**src/rtl/uart_pkg.sv**
```systemverilog
// Shared definitions for the UART bus controller: register window byte
// offsets, CTRL/STATUS bit positions and the transmit sequencer states.
package uart_pkg;

  localparam int unsigned CTRL_OFS = 'h0;
  localparam int unsigned STAT_OFS = 'h4;
  localparam int unsigned TXD_OFS  = 'h8;
  localparam int unsigned RXD_OFS  = 'hC;

  localparam int unsigned CTRL_SEND = 0;
  localparam int unsigned CTRL_TXIE = 1;
  localparam int unsigned CTRL_RXIE = 2;

  localparam int unsigned STAT_BUSY    = 0;
  localparam int unsigned STAT_RX_FULL = 1;
  localparam int unsigned STAT_RX_OVR  = 2;
  localparam int unsigned STAT_TX_DONE = 3;

  typedef enum logic [1:0] {
    IDLE,
    START,
    WAIT
  } tx_state_t;

endpackage

```
**src/rtl/uart_status_flags.sv**
```systemverilog
// Sticky UART status flags (RX_FULL, RX_OVR, TX_DONE).
// Each flag has a set and a clear input; set wins when both fire in the same
// cycle. The *_nxt_o outputs expose the next-state values so the parent can
// register derived signals (interrupt) in step with the flags.
//   clk_i, rst_i          : clock, synchronous active-high reset
//   *_set_i / *_clr_i     : per-flag set and clear events
//   rx_full_o ... tx_done_o: current flag values
//   *_nxt_o               : flag values after the coming edge (pre-reset)
module uart_status_flags (
  input  logic clk_i,
  input  logic rst_i,
  input  logic rx_full_set_i,
  input  logic rx_full_clr_i,
  input  logic rx_ovr_set_i,
  input  logic rx_ovr_clr_i,
  input  logic tx_done_set_i,
  input  logic tx_done_clr_i,
  output logic rx_full_o,
  output logic rx_ovr_o,
  output logic tx_done_o,
  output logic rx_full_nxt_o,
  output logic rx_ovr_nxt_o,
  output logic tx_done_nxt_o
);

  logic rx_full_q, rx_full_d;
  logic rx_ovr_q, rx_ovr_d;
  logic tx_done_q, tx_done_d;

  always_comb begin
    rx_full_d = rx_full_set_i | (rx_full_q & ~rx_full_clr_i);
    rx_ovr_d  = rx_ovr_set_i  | (rx_ovr_q  & ~rx_ovr_clr_i);
    tx_done_d = tx_done_set_i | (tx_done_q & ~tx_done_clr_i);
  end

  always_ff @(posedge clk_i) begin
    if (rst_i) begin
      rx_full_q <= 1'b0;
      rx_ovr_q  <= 1'b0;
      tx_done_q <= 1'b0;
    end else begin
      rx_full_q <= rx_full_d;
      rx_ovr_q  <= rx_ovr_d;
      tx_done_q <= tx_done_d;
    end
  end

  assign rx_full_o     = rx_full_q;
  assign rx_ovr_o      = rx_ovr_q;
  assign tx_done_o     = tx_done_q;
  assign rx_full_nxt_o = rx_full_d;
  assign rx_ovr_nxt_o  = rx_ovr_d;
  assign tx_done_nxt_o = tx_done_d;

endmodule

```
**src/rtl/uart_ctrl.sv**
```systemverilog
// Bus-side UART controller. Decodes CPU loads/stores to a 4-word register
// window (CTRL, STATUS, TXDATA, RXDATA), sequences the transmitter through
// start/wait/done, captures received bytes and raises a level interrupt.
//   clk_i, rst_i               : clock, synchronous active-high reset
//   addr_i, we_i, re_i, wdata_i : CPU bus access (one-cycle strobes)
//   rdata_o                    : combinational read data for addr_i
//   tx_wr_o, tx_wdata_o, tx_reg_i : TX data register write port / contents
//   rx_wr_o, rx_wdata_o, rx_reg_i : RX data register write port / contents
//   tx_start_o, tx_busy_i, tx_done_i : transmitter handshake
//   rx_valid_i, rx_byte_i      : receiver byte strobe
//   irq_o                      : registered level interrupt
module uart_ctrl
  import uart_pkg::*;
#(
  parameter int unsigned W      = 32,
  parameter int unsigned AW     = 4,
  parameter int unsigned BYTE_W = 8
) (
  input  logic              clk_i,
  input  logic              rst_i,
  input  logic [AW-1:0]     addr_i,
  input  logic              we_i,
  input  logic              re_i,
  input  logic [W-1:0]      wdata_i,
  output logic [W-1:0]      rdata_o,
  output logic              tx_wr_o,
  output logic [W-1:0]      tx_wdata_o,
  input  logic [W-1:0]      tx_reg_i,
  output logic              rx_wr_o,
  output logic [W-1:0]      rx_wdata_o,
  input  logic [W-1:0]      rx_reg_i,
  output logic              tx_start_o,
  input  logic              tx_busy_i,
  input  logic              tx_done_i,
  input  logic              rx_valid_i,
  input  logic [BYTE_W-1:0] rx_byte_i,
  output logic              irq_o
);

  tx_state_t state_q, state_d;
  logic send_q, send_d;
  logic txie_q, txie_d;
  logic rxie_q, rxie_d;
  logic irq_q, irq_d;

  logic [AW-1:0] word_addr;
  logic sel_ctrl, sel_stat, sel_txd, sel_rxd;
  logic ctrl_wr, stat_wr, rx_rd, tx_busy;
  logic rx_full, rx_ovr, tx_done;
  logic rx_full_nxt, rx_ovr_nxt, tx_done_nxt;
  logic tx_done_set, rx_ovr_set;

  // The transmitter busy input is informational only; byte-lane address bits
  // are ignored. Both are collected here so they are visibly consumed.
  logic unused_inputs;
  assign unused_inputs = &{1'b0, tx_busy_i, addr_i[1:0]};

  assign word_addr = {addr_i[AW-1:2], 2'b00};
  assign sel_ctrl  = (word_addr == AW'(CTRL_OFS));
  assign sel_stat  = (word_addr == AW'(STAT_OFS));
  assign sel_txd   = (word_addr == AW'(TXD_OFS));
  assign sel_rxd   = (word_addr == AW'(RXD_OFS));

  assign ctrl_wr = we_i & sel_ctrl;
  assign stat_wr = we_i & sel_stat;
  assign rx_rd   = re_i & sel_rxd;
  assign tx_busy = (state_q != IDLE);

  // TX register is only writable while no character is in flight.
  assign tx_wr_o    = we_i & sel_txd & ~tx_busy;
  assign tx_wdata_o = wdata_i;

  // A byte arriving while full is accepted only if the old one is being read
  // in the same cycle; otherwise it is dropped and flagged as overrun.
  assign rx_wr_o    = rx_valid_i & (~rx_full | rx_rd);
  assign rx_ovr_set = rx_valid_i & rx_full & ~rx_rd;
  assign rx_wdata_o = {{(W-BYTE_W){1'b0}}, rx_byte_i};

  always_comb begin
    state_d     = state_q;
    send_d      = send_q;
    txie_d      = txie_q;
    rxie_d      = rxie_q;
    tx_start_o  = 1'b0;
    tx_done_set = 1'b0;

    if (ctrl_wr) begin
      txie_d = wdata_i[CTRL_TXIE];
      rxie_d = wdata_i[CTRL_RXIE];
    end

    unique case (state_q)
      IDLE: begin
        if (ctrl_wr && wdata_i[CTRL_SEND]) begin
          send_d  = 1'b1;
          state_d = START;
        end
      end
      START: begin
        tx_start_o = 1'b1;
        state_d    = WAIT;
      end
      WAIT: begin
        if (tx_done_i) begin
          state_d     = IDLE;
          send_d      = 1'b0;
          tx_done_set = 1'b1;
        end
      end
      default: state_d = IDLE;
    endcase

    // Built from next-state values so irq_o always matches the flags it reports.
    irq_d = (txie_d & tx_done_nxt) | (rxie_d & rx_full_nxt) | rx_ovr_nxt;
  end

  always_ff @(posedge clk_i) begin
    if (rst_i) begin
      state_q <= IDLE;
      send_q  <= 1'b0;
      txie_q  <= 1'b0;
      rxie_q  <= 1'b0;
      irq_q   <= 1'b0;
    end else begin
      state_q <= state_d;
      send_q  <= send_d;
      txie_q  <= txie_d;
      rxie_q  <= rxie_d;
      irq_q   <= irq_d;
    end
  end

  assign irq_o = irq_q;

  uart_status_flags u_flags (
    .clk_i         (clk_i),
    .rst_i         (rst_i),
    .rx_full_set_i (rx_wr_o),
    .rx_full_clr_i (rx_rd),
    .rx_ovr_set_i  (rx_ovr_set),
    .rx_ovr_clr_i  (stat_wr & wdata_i[STAT_RX_OVR]),
    .tx_done_set_i (tx_done_set),
    .tx_done_clr_i (stat_wr & wdata_i[STAT_TX_DONE]),
    .rx_full_o     (rx_full),
    .rx_ovr_o      (rx_ovr),
    .tx_done_o     (tx_done),
    .rx_full_nxt_o (rx_full_nxt),
    .rx_ovr_nxt_o  (rx_ovr_nxt),
    .tx_done_nxt_o (tx_done_nxt)
  );

  always_comb begin
    rdata_o = '0;
    if (sel_ctrl) begin
      rdata_o[CTRL_SEND] = send_q;
      rdata_o[CTRL_TXIE] = txie_q;
      rdata_o[CTRL_RXIE] = rxie_q;
    end else if (sel_stat) begin
      rdata_o[STAT_BUSY]    = tx_busy;
      rdata_o[STAT_RX_FULL] = rx_full;
      rdata_o[STAT_RX_OVR]  = rx_ovr;
      rdata_o[STAT_TX_DONE] = tx_done;
    end else if (sel_txd) begin
      rdata_o = tx_reg_i;
    end else begin
      rdata_o = rx_reg_i;
    end
  end

endmodule
```
**config.mk**
```make
export PLATFORM = sky130hd
export DESIGN_NAME = uart_ctrl
export DESIGN_NICKNAME = d
export VERILOG_FILES = /design/src/rtl/uart_pkg.sv /design/src/rtl/uart_status_flags.sv /design/src/rtl/uart_ctrl.sv
export SDC_FILE = /design/constraint.sdc
export NUM_CORES = 1
export LEC_CHECK = 0
export ABC_AREA = 0
export BUFFER_PORTS_ARGS = -buffer_cell sky130_fd_sc_hd__buf_4
export CORE_AREA = 3 3 83 85
export CTS_CLUSTER_DIAMETER = 50
export CTS_CLUSTER_SIZE = 25
export DETAILED_ROUTE_END_ITERATION = 12
export DIE_AREA = 0 0 86 88
export MAX_ROUTING_LAYER = met4
export PLACE_DENSITY = 0.62
export RECOVER_POWER = 25
export SLEW_MARGIN = 20
export SYNTH_ARGS = -nofsm -noshare
export SYNTH_HDL_FRONTEND = slang
export SYNTH_SLANG_ARGS = --single-unit
export TNS_END_PERCENT = 100
```
**constraint.sdc**
```tcl
create_clock -name clk_i -period 1.5 [get_ports clk_i]
set_clock_uncertainty 0.1 [all_clocks]
set_input_delay 0.075 -clock clk_i [delete_from_list [all_inputs] [get_ports clk_i]]
set_output_delay 0.075 -clock clk_i [all_outputs]
set_load 0.02 [all_outputs]
```
==> impl_results.md, run 1 <==
- Reg power frac: around 23%
- Synth Area per Inst: ~8.3 sq um
- DIE WIDTH: about 86 um
- First-pass GRT wire length: approximately 6300 um
- Post-DP Area: between 2000 and 2500 sq um
- Vias: 1349
- CP Class: flop to output pin
- Rows: 29
- Setup violators final: 1
- Max-Cap Viols: 0
- Fill count: a little under 700
- Cts bufs inserted: 3
- Post-DP HPWL: ~3800 um
- Clock sink count: 9
- Crit path launch type: flop
- Flops & latches, synth: 9
- Final non-filler cell total: between 300 and 400
- Largest net degree at the start of global routing: 29
- Max clock buf depth: 2
- Vias in the first global route: 1323
- Final WS setup: -0.007754 ns
- Post-synth top area cell: buf_4
- Worst EP arrival: ~1.3 ns
- Placed Instances: about 320
- CTS Root Cell: clkbuf_8
- Comb pwr share: between 50 and 60%
- Pwr Total: approximately 1.1 mW
- Initial antenna violation count: 0
- DR pass1 iterations: 4
- Gpl congestion: about 0.74
- Failing checks: negative setup slack
- Pre-CTS setup slack: 0.08267 ns
- Max FO, Critical Path: 2
- ANT nets after route: 0
- Unique cell type count in the Yosys netlist: 27
- # port buffers: approximately 120
- Share of Yosys cell area claimed by the top area cell type: between 30% and 40%
- CP Capture Type: output pin
- Drt drc: 0
- Outcome: finished, violations left
- Final min period: roughly 1.5 ns
- Tcrit/Tclk final: 100.5%
- Post-Syn Area: around 1500 sq um
- H-tree Lvls: 1
- Synth warn: 0
- Switch Pwr: 0.3968 mW
- CTS tree: yes
- DRT iter0 DRCs: 29
- Hold Slack: between 0.015 and 0.02 ns
- Pwr per Cell Area: about 540 nW/um^2
- Worst path required time: approximately 1.3 ns
- Top cells by area, synth: buf_4, mux2i_1, nor2b_1
- Clk pwr share: 25.0%
- Ports: around 220
- Lkg Pwr: ~1.1 nW
- Global Route Usage Sum: around 11%
- Starting density of the core: a little under a quarter
- Worst vdd ir: 0.2297 mV
- Post-Route WL: about 4300 um
- WL per Instance: around 13 um
- Number of nets in the layout: 370
- Sequential share of the synthesized area: 12.34%
- Internal Power: around 0.74 mW
- Worst-Skew Late Latency: about 0.24 ns
- Antenna diode count: 0
- Slew Viols, Final: 0
- Die ar.: about 7600 sq um
- Clock slew at reported path FFs: ~0.05 ns
- Post-synthesis cell count: between 150 and 200
- Avg Vias per Cell: between 4 and 5
- Fin area: between 2000 and 2500 sq um
- Die height: slightly below 90 um
- Area delta synth->final: 44.99%
- Hold Path Class: input port to flop
- Fmax: roughly 660 MHz
- Core Area: 6277 sq um
- RSZ-0062 raised after global routing: true
- Final hold vios: 0
- Grt total ovfl: 0
- Layout cells sized above 1: around 54%
- Switching Fraction: approximately a third
[cell type report]
| type | count | area, sq um | share of cell area, % |
|---|---|---|---|
| clock buffers | 3 | 41.29 | 1.950 |
| clock inverters | 1 | 5.005 | 0.2364 |
| inverters | 1 | 3.754 | 0.1773 |
| multi-input cells | 116 | 835.8 | 39.48 |
| flip-flops and latches | 9 | 182.7 | 8.629 |
| well taps | 77 | 96.34 | 4.551 |
| repair buffers | 124 | 952.2 | 44.98 |
[cell usage after synthesis]
cell type / n
buf_4: 64
mux2i_1: 30
nor2b_1: 29
dfxtp_1: 9
nor2_1: 8
buf_2: 4
clkbuf_1: 3
mux4_2: 3
nand2_1: 3
nor3_1: 3
buf_6: 2
nand4b_1: 2
nor3b_1: 2
a21boi_0: 1
a21oi_1: 1
a21oi_2: 1
a32oi_1: 1
and3b_1: 1
and4b_1: 1
conb_1: 1
inv_1: 1
mux2_2: 1
nand3_2: 1
nor3b_2: 1
o21ai_0: 1
or2_2: 1
or3_1: 1
[cell usage in the layout (no fill, tap or decap), types with 2 or more instances in the layout]
cell,netlist,layout
dfxtp_2,0,2
clkbuf_8,0,3
mux2i_1,30,30
dfxtp_1,9,7
nand2_1,3,3
nor3b_1,2,2
nor3_1,3,3
nand4b_1,2,2
nor2b_1,29,29
conb_1,1,24
buf_4,64,120
mux4_2,3,3
dlygate4sd3_1,0,2
nor2_1,8,7
[power groups by stage]
| stage | logic (mW) | registers (mW) | clock network [mW] |
|---|---|---|---|
| after floorplan | 0.495 | 0.261 | 0 |
| after global placement | 0.589 | 0.260 | 0 |
| after detailed placement | 0.597 | 0.260 | 0 |
| after CTS | 0.605 | 0.256 | 0.297 |
| after global routing | 0.647 | 0.257 | 0.306 |
| final | 0.596 | 0.256 | 0.283 |
[layer usage]
| layer | GRT usage [%] | part of all wire, % |
|---|---|---|
| met2 | 19.20 | 53 |
| met3 | 4.610 | 14 |
| met1 | 10.79 | 32 |
| met4 | 4.460 | 1.4 |
| met5 | - | 0 |
[stage by stage]
step           setup TNS [ns]  util (%)
5_1_grt              -0.07094     33.73
2_1_floorplan               0         -
6_report            -0.007754     33.73
3_5_place_dp                0     32.33
4_1_cts              -0.02991     33.65
3_3_place_gp                0     32.33
[state kept, by name, summed over array words and instances, names as in the netlist]
signal,count
state_q,2
irq_o,1
rxie_q,1
send_q,1
txie_q,1
u_flags.rx_full_o,1
u_flags.rx_ovr_o,1
u_flags.tx_done_o,1
[kinds of logic (layout without fill, tap and decap cells)]
logic type / Yosys count / count (layout) / synth area share, %
AND/OR/NAND/NOR: 53 / 53 / 22.19
multiplexers: 34 / 34 / 25.96
AO/OA/AOI/OAI: 5 / 5 / 2.399
flip-flops: 9 / 9 / 12.34
other: 1 / 24 / 0.2568
buffers and inverters: 74 / 129 / 36.85
[worst max-delay path, cell delays in order, from the launching register on]
cell	delay, ns
dfxtp_2	0.33
nor2_4	0.12
inv_2	0.04
mux4_2	0.47
buf_6	0.15
[repair_timing]
action                                  4_1_cts  5_1_grt
hold buffers                                  2        0
endpoints found under the setup margin        1        1
pin swaps                                     1        0
cloned                                        0        0
hold endpoints to repair                      6        0
resized for setup                             4        2
setup buffers                                 1        0
[final timing paths]
check                  start         end  slack [ns]  cells after the start
hold reg to reg       rxie_q      rxie_q        0.43                      2
setup / recovery  state_q[0]  rdata_o[0]      -0.008                      4
setup reg to reg  state_q[0]       irq_o        0.07                      5
hold / removal     tx_done_i  state_q[1]        0.02                      4
(Power assumes the default switching activity.)
==> run 2, diff against run 1 <==
--- a/config.mk
+++ b/config.mk
@@ -7,16 +7,17 @@
 export LEC_CHECK = 0
 export ABC_AREA = 0
 export BUFFER_PORTS_ARGS = -buffer_cell sky130_fd_sc_hd__buf_4
-export CORE_AREA = 3 3 83 85
+export CORE_AREA = 3 3 82 84
 export CTS_CLUSTER_DIAMETER = 50
 export CTS_CLUSTER_SIZE = 25
 export DETAILED_ROUTE_END_ITERATION = 12
-export DIE_AREA = 0 0 86 88
+export DIE_AREA = 0 0 85 87
 export MAX_ROUTING_LAYER = met4
-export PLACE_DENSITY = 0.62
+export PLACE_DENSITY = 0.65
 export RECOVER_POWER = 25
 export SLEW_MARGIN = 20
 export SYNTH_ARGS = -nofsm -noshare
 export SYNTH_HDL_FRONTEND = slang
+export SYNTH_HIERARCHICAL = 1
 export SYNTH_SLANG_ARGS = --single-unit
 export TNS_END_PERCENT = 100
==> run 2 against run 1 <==
  * The flow still finishes with violations (negative setup slack)
  * Global-route usage down 1.1 points
  * Maximum frequency is 4.2% lower
  * Sequential share of layout area is 0.096 points lower
  * Power is 0.39% higher
  * Cell count increased by 1.2%
  * Non-clock buffer count down 4
  * Critical path depth decreased by 1
  * Setup slack worse by 0.066 ns
==> impl_results.md, run 2 <==
- Commonest cells in the netlist: buf_4, mux2i_1, nor2b_1
- Crit path launch type: flop
- Post-DP HPWL: 3417 um
- Setup violators final: 1
- Drt drc: 0
- WL per Instance: around 12 um
- Cts bufs inserted: 3
- Worst EP arrival: roughly 1.4 ns
- GRT busiest layer: met2
- Met1 usage: 9.677%
- Reg with most FFs: state_q
- Vias: around 1300
- RSZ-0062 raised after global routing: true
- Post-Route WL: 4074 um
- Lkg Pwr: 1.167 nW
- CP Class: flop to output pin
- Post-synthesis cell count: approximately 190
- Unique cell type count in the Yosys netlist: 27
- Post-synth top area cell: buf_4
- Final hold vios: 0
- Clock slew at reported path FFs: around 0.050 ns
- Ys async rst share: 0%
- Synth Area per Inst: approximately 8.4 sq um
- Tcrit/Tclk final: 104.9%
- Max clock buf depth: 2
- Pwr per Cell Area: roughly 530 nW/um^2
- Main flop type after synthesis: dfxtp_1
- Die height: 87 um
- Commonest cells after routing, fill and taps aside: buf_4, mux2i_1, nor2b_1
- Final min period: 1.574 ns
- Worst path required time: around 1.3 ns
- Vias in the first global route: roughly 1200
- Area delta synth->final: 38.54%
- Share of Yosys cell area claimed by the top area cell type: 31.58%
- Fmax: 635.4 MHz
- Sequential share of the synthesized area: between 10% and 20%
- H-tree Lvls: 1
- Met3 GRT Util: 2.554%
- Outcome: finished, violations left
- Hold Path Class: input port to flop
- Post-synth EDFFs: 0
- DR pass1 iterations: 2
- Grt total ovfl: 0
- CTS Root Cell: clkbuf_8
- Total negative setup slack: -0.07381 ns
- # port buffers: 115
- Commonest non-fill, non-tap cell in the layout: buf_4
- Met2 usage: 18.36%
- Hold Slack: about 0.016 ns
- Worst vdd ir: 0.4238 mV
- Max reg flops: 2
- Final WS setup: -0.07381 ns
- Pwr Total: about 1.1 mW
- Top-count cell post-synth: buf_4
- Max FO, Critical Path: 3
- DIE WIDTH: roughly 85 um
- Global Route Usage Sum: under 10%
- ANT nets after route: 0
- Synth warn: 6
- First-pass GRT wire length: 5878 um
- Starting density of the core: roughly a quarter
- Top cells by area, synth: buf_4, mux2i_1, nor2b_1
- Gpl congestion: roughly 0.7
- Slew Viols, Final: 0
- Worst-Skew Late Latency: between 0.2 and 0.25 ns
- Number of nets in the layout: between 300 and 400
- Layout cells sized above 1: approximately half
- Failing checks: negative setup slack
- Post-Syn Area: between 1500 and 2000 sq um
- Die ar.: about 7400 sq um
- Rows: 28
- DRT iter0 DRCs: 22
- Clock sink count: 9
- Max-Cap Viols: 0
- Avg Vias per Cell: 4.021
- Core Area: about 6000 sq um
- Antenna diode count: 0
- CP Capture Type: output pin
- Ports: between 200 and 250
- Initial antenna violation count: 0
- Largest net degree at the start of global routing: 31
- CTS tree: yes
- Flops & latches, synth: 9
run 2: cell count changes after synthesis, sizes merged, moves of 2 or more:
cell / before / now
a21oi: 2 / 4
and3: 0 / 4
inv: 1 / 6
nand2: 3 / 5
nand2b: 0 / 4
nand4b: 2 / 0
nor2: 8 / 6
nor3: 3 / 0
run 2: logic make-up after synthesis:
kind of cell	count (synthesis)	synth area share (%)
AND/OR/NAND/NOR	55	23.00
multiplexers	34	25.26
flip-flops	9	11.66
other	1	0.2427
buffers and inverters	78	36.68
AO/OA/AOI/OAI	8	3.158
run 2: layout make-up:
| type | count | area, sq um |
|---|---|---|
| Clock buffer | 4 | 45.04 |
| Multi-Input combinational cell | 121 | 877.1 |
| Fill cell | 635 | 3850 |
| Timing Repair Buffer | 120 | 919.6 |
| Inverter | 6 | 22.52 |
| Sequential cell | 9 | 182.7 |
| Tap cell | 75 | 93.84 |
run 2: critical path, stage by stage, from the launching register on:
cell	delay, ns
dfxtp_2	0.31
or2_1	0.23
mux4_2	0.47
buf_6	0.15
run 2: final timing paths:
| check | from | end | slack, ns | cells after the start |
|---|---|---|---|---|
| setup reg to reg | state_q[1] | irq_o | 0.27 | 7 |
| setup / recovery | state_q[1] | rdata_o[0] | -0.07 | 3 |
| hold / removal | tx_done_i | state_q[1] | 0.02 | 4 |
| hold reg to reg | send_q | send_q | 0.37 | 2 |
run 2: power breakdown:
group          switching, mW  internal [mW]  total, mW
clock network         0.0984          0.185      0.284
logic                  0.290          0.308      0.599
registers            0.00728          0.250      0.257
run 2: per-layer routing:
layer  share of wire, %  up-vias
li1                   -      663
met1                 34      596
met2                 53       76
met3                 12       12
met4                1.7        0
met5                  0        -
run 2: through the flow:
step / std cells / setup slack (ns) / area, sq um / utilization (%)
finish: 335 / -0.07381 / 2141 / 35.74
global route: 335 / -0.1056 / 2141 / 35.74
CTS: 334 / -0.07863 / 2136 / 35.65
detailed placement: 328 / 0.1121 / 2072 / 34.59
global placement: 328 / 0.1250 / 2072 / 34.59
floorplan: 208 / 0.02515 / 1632 / -
run 2: repair_timing:
item | 4_1_cts | 5_1_grt
pin swaps | 1 | 1
gates resized for setup | 4 | 2
hold buffers | 1 | 0
setup buffers | 1 | 1
setup endpoints to repair | 1 | 2
endpoints found under the hold margin | 8 | 0
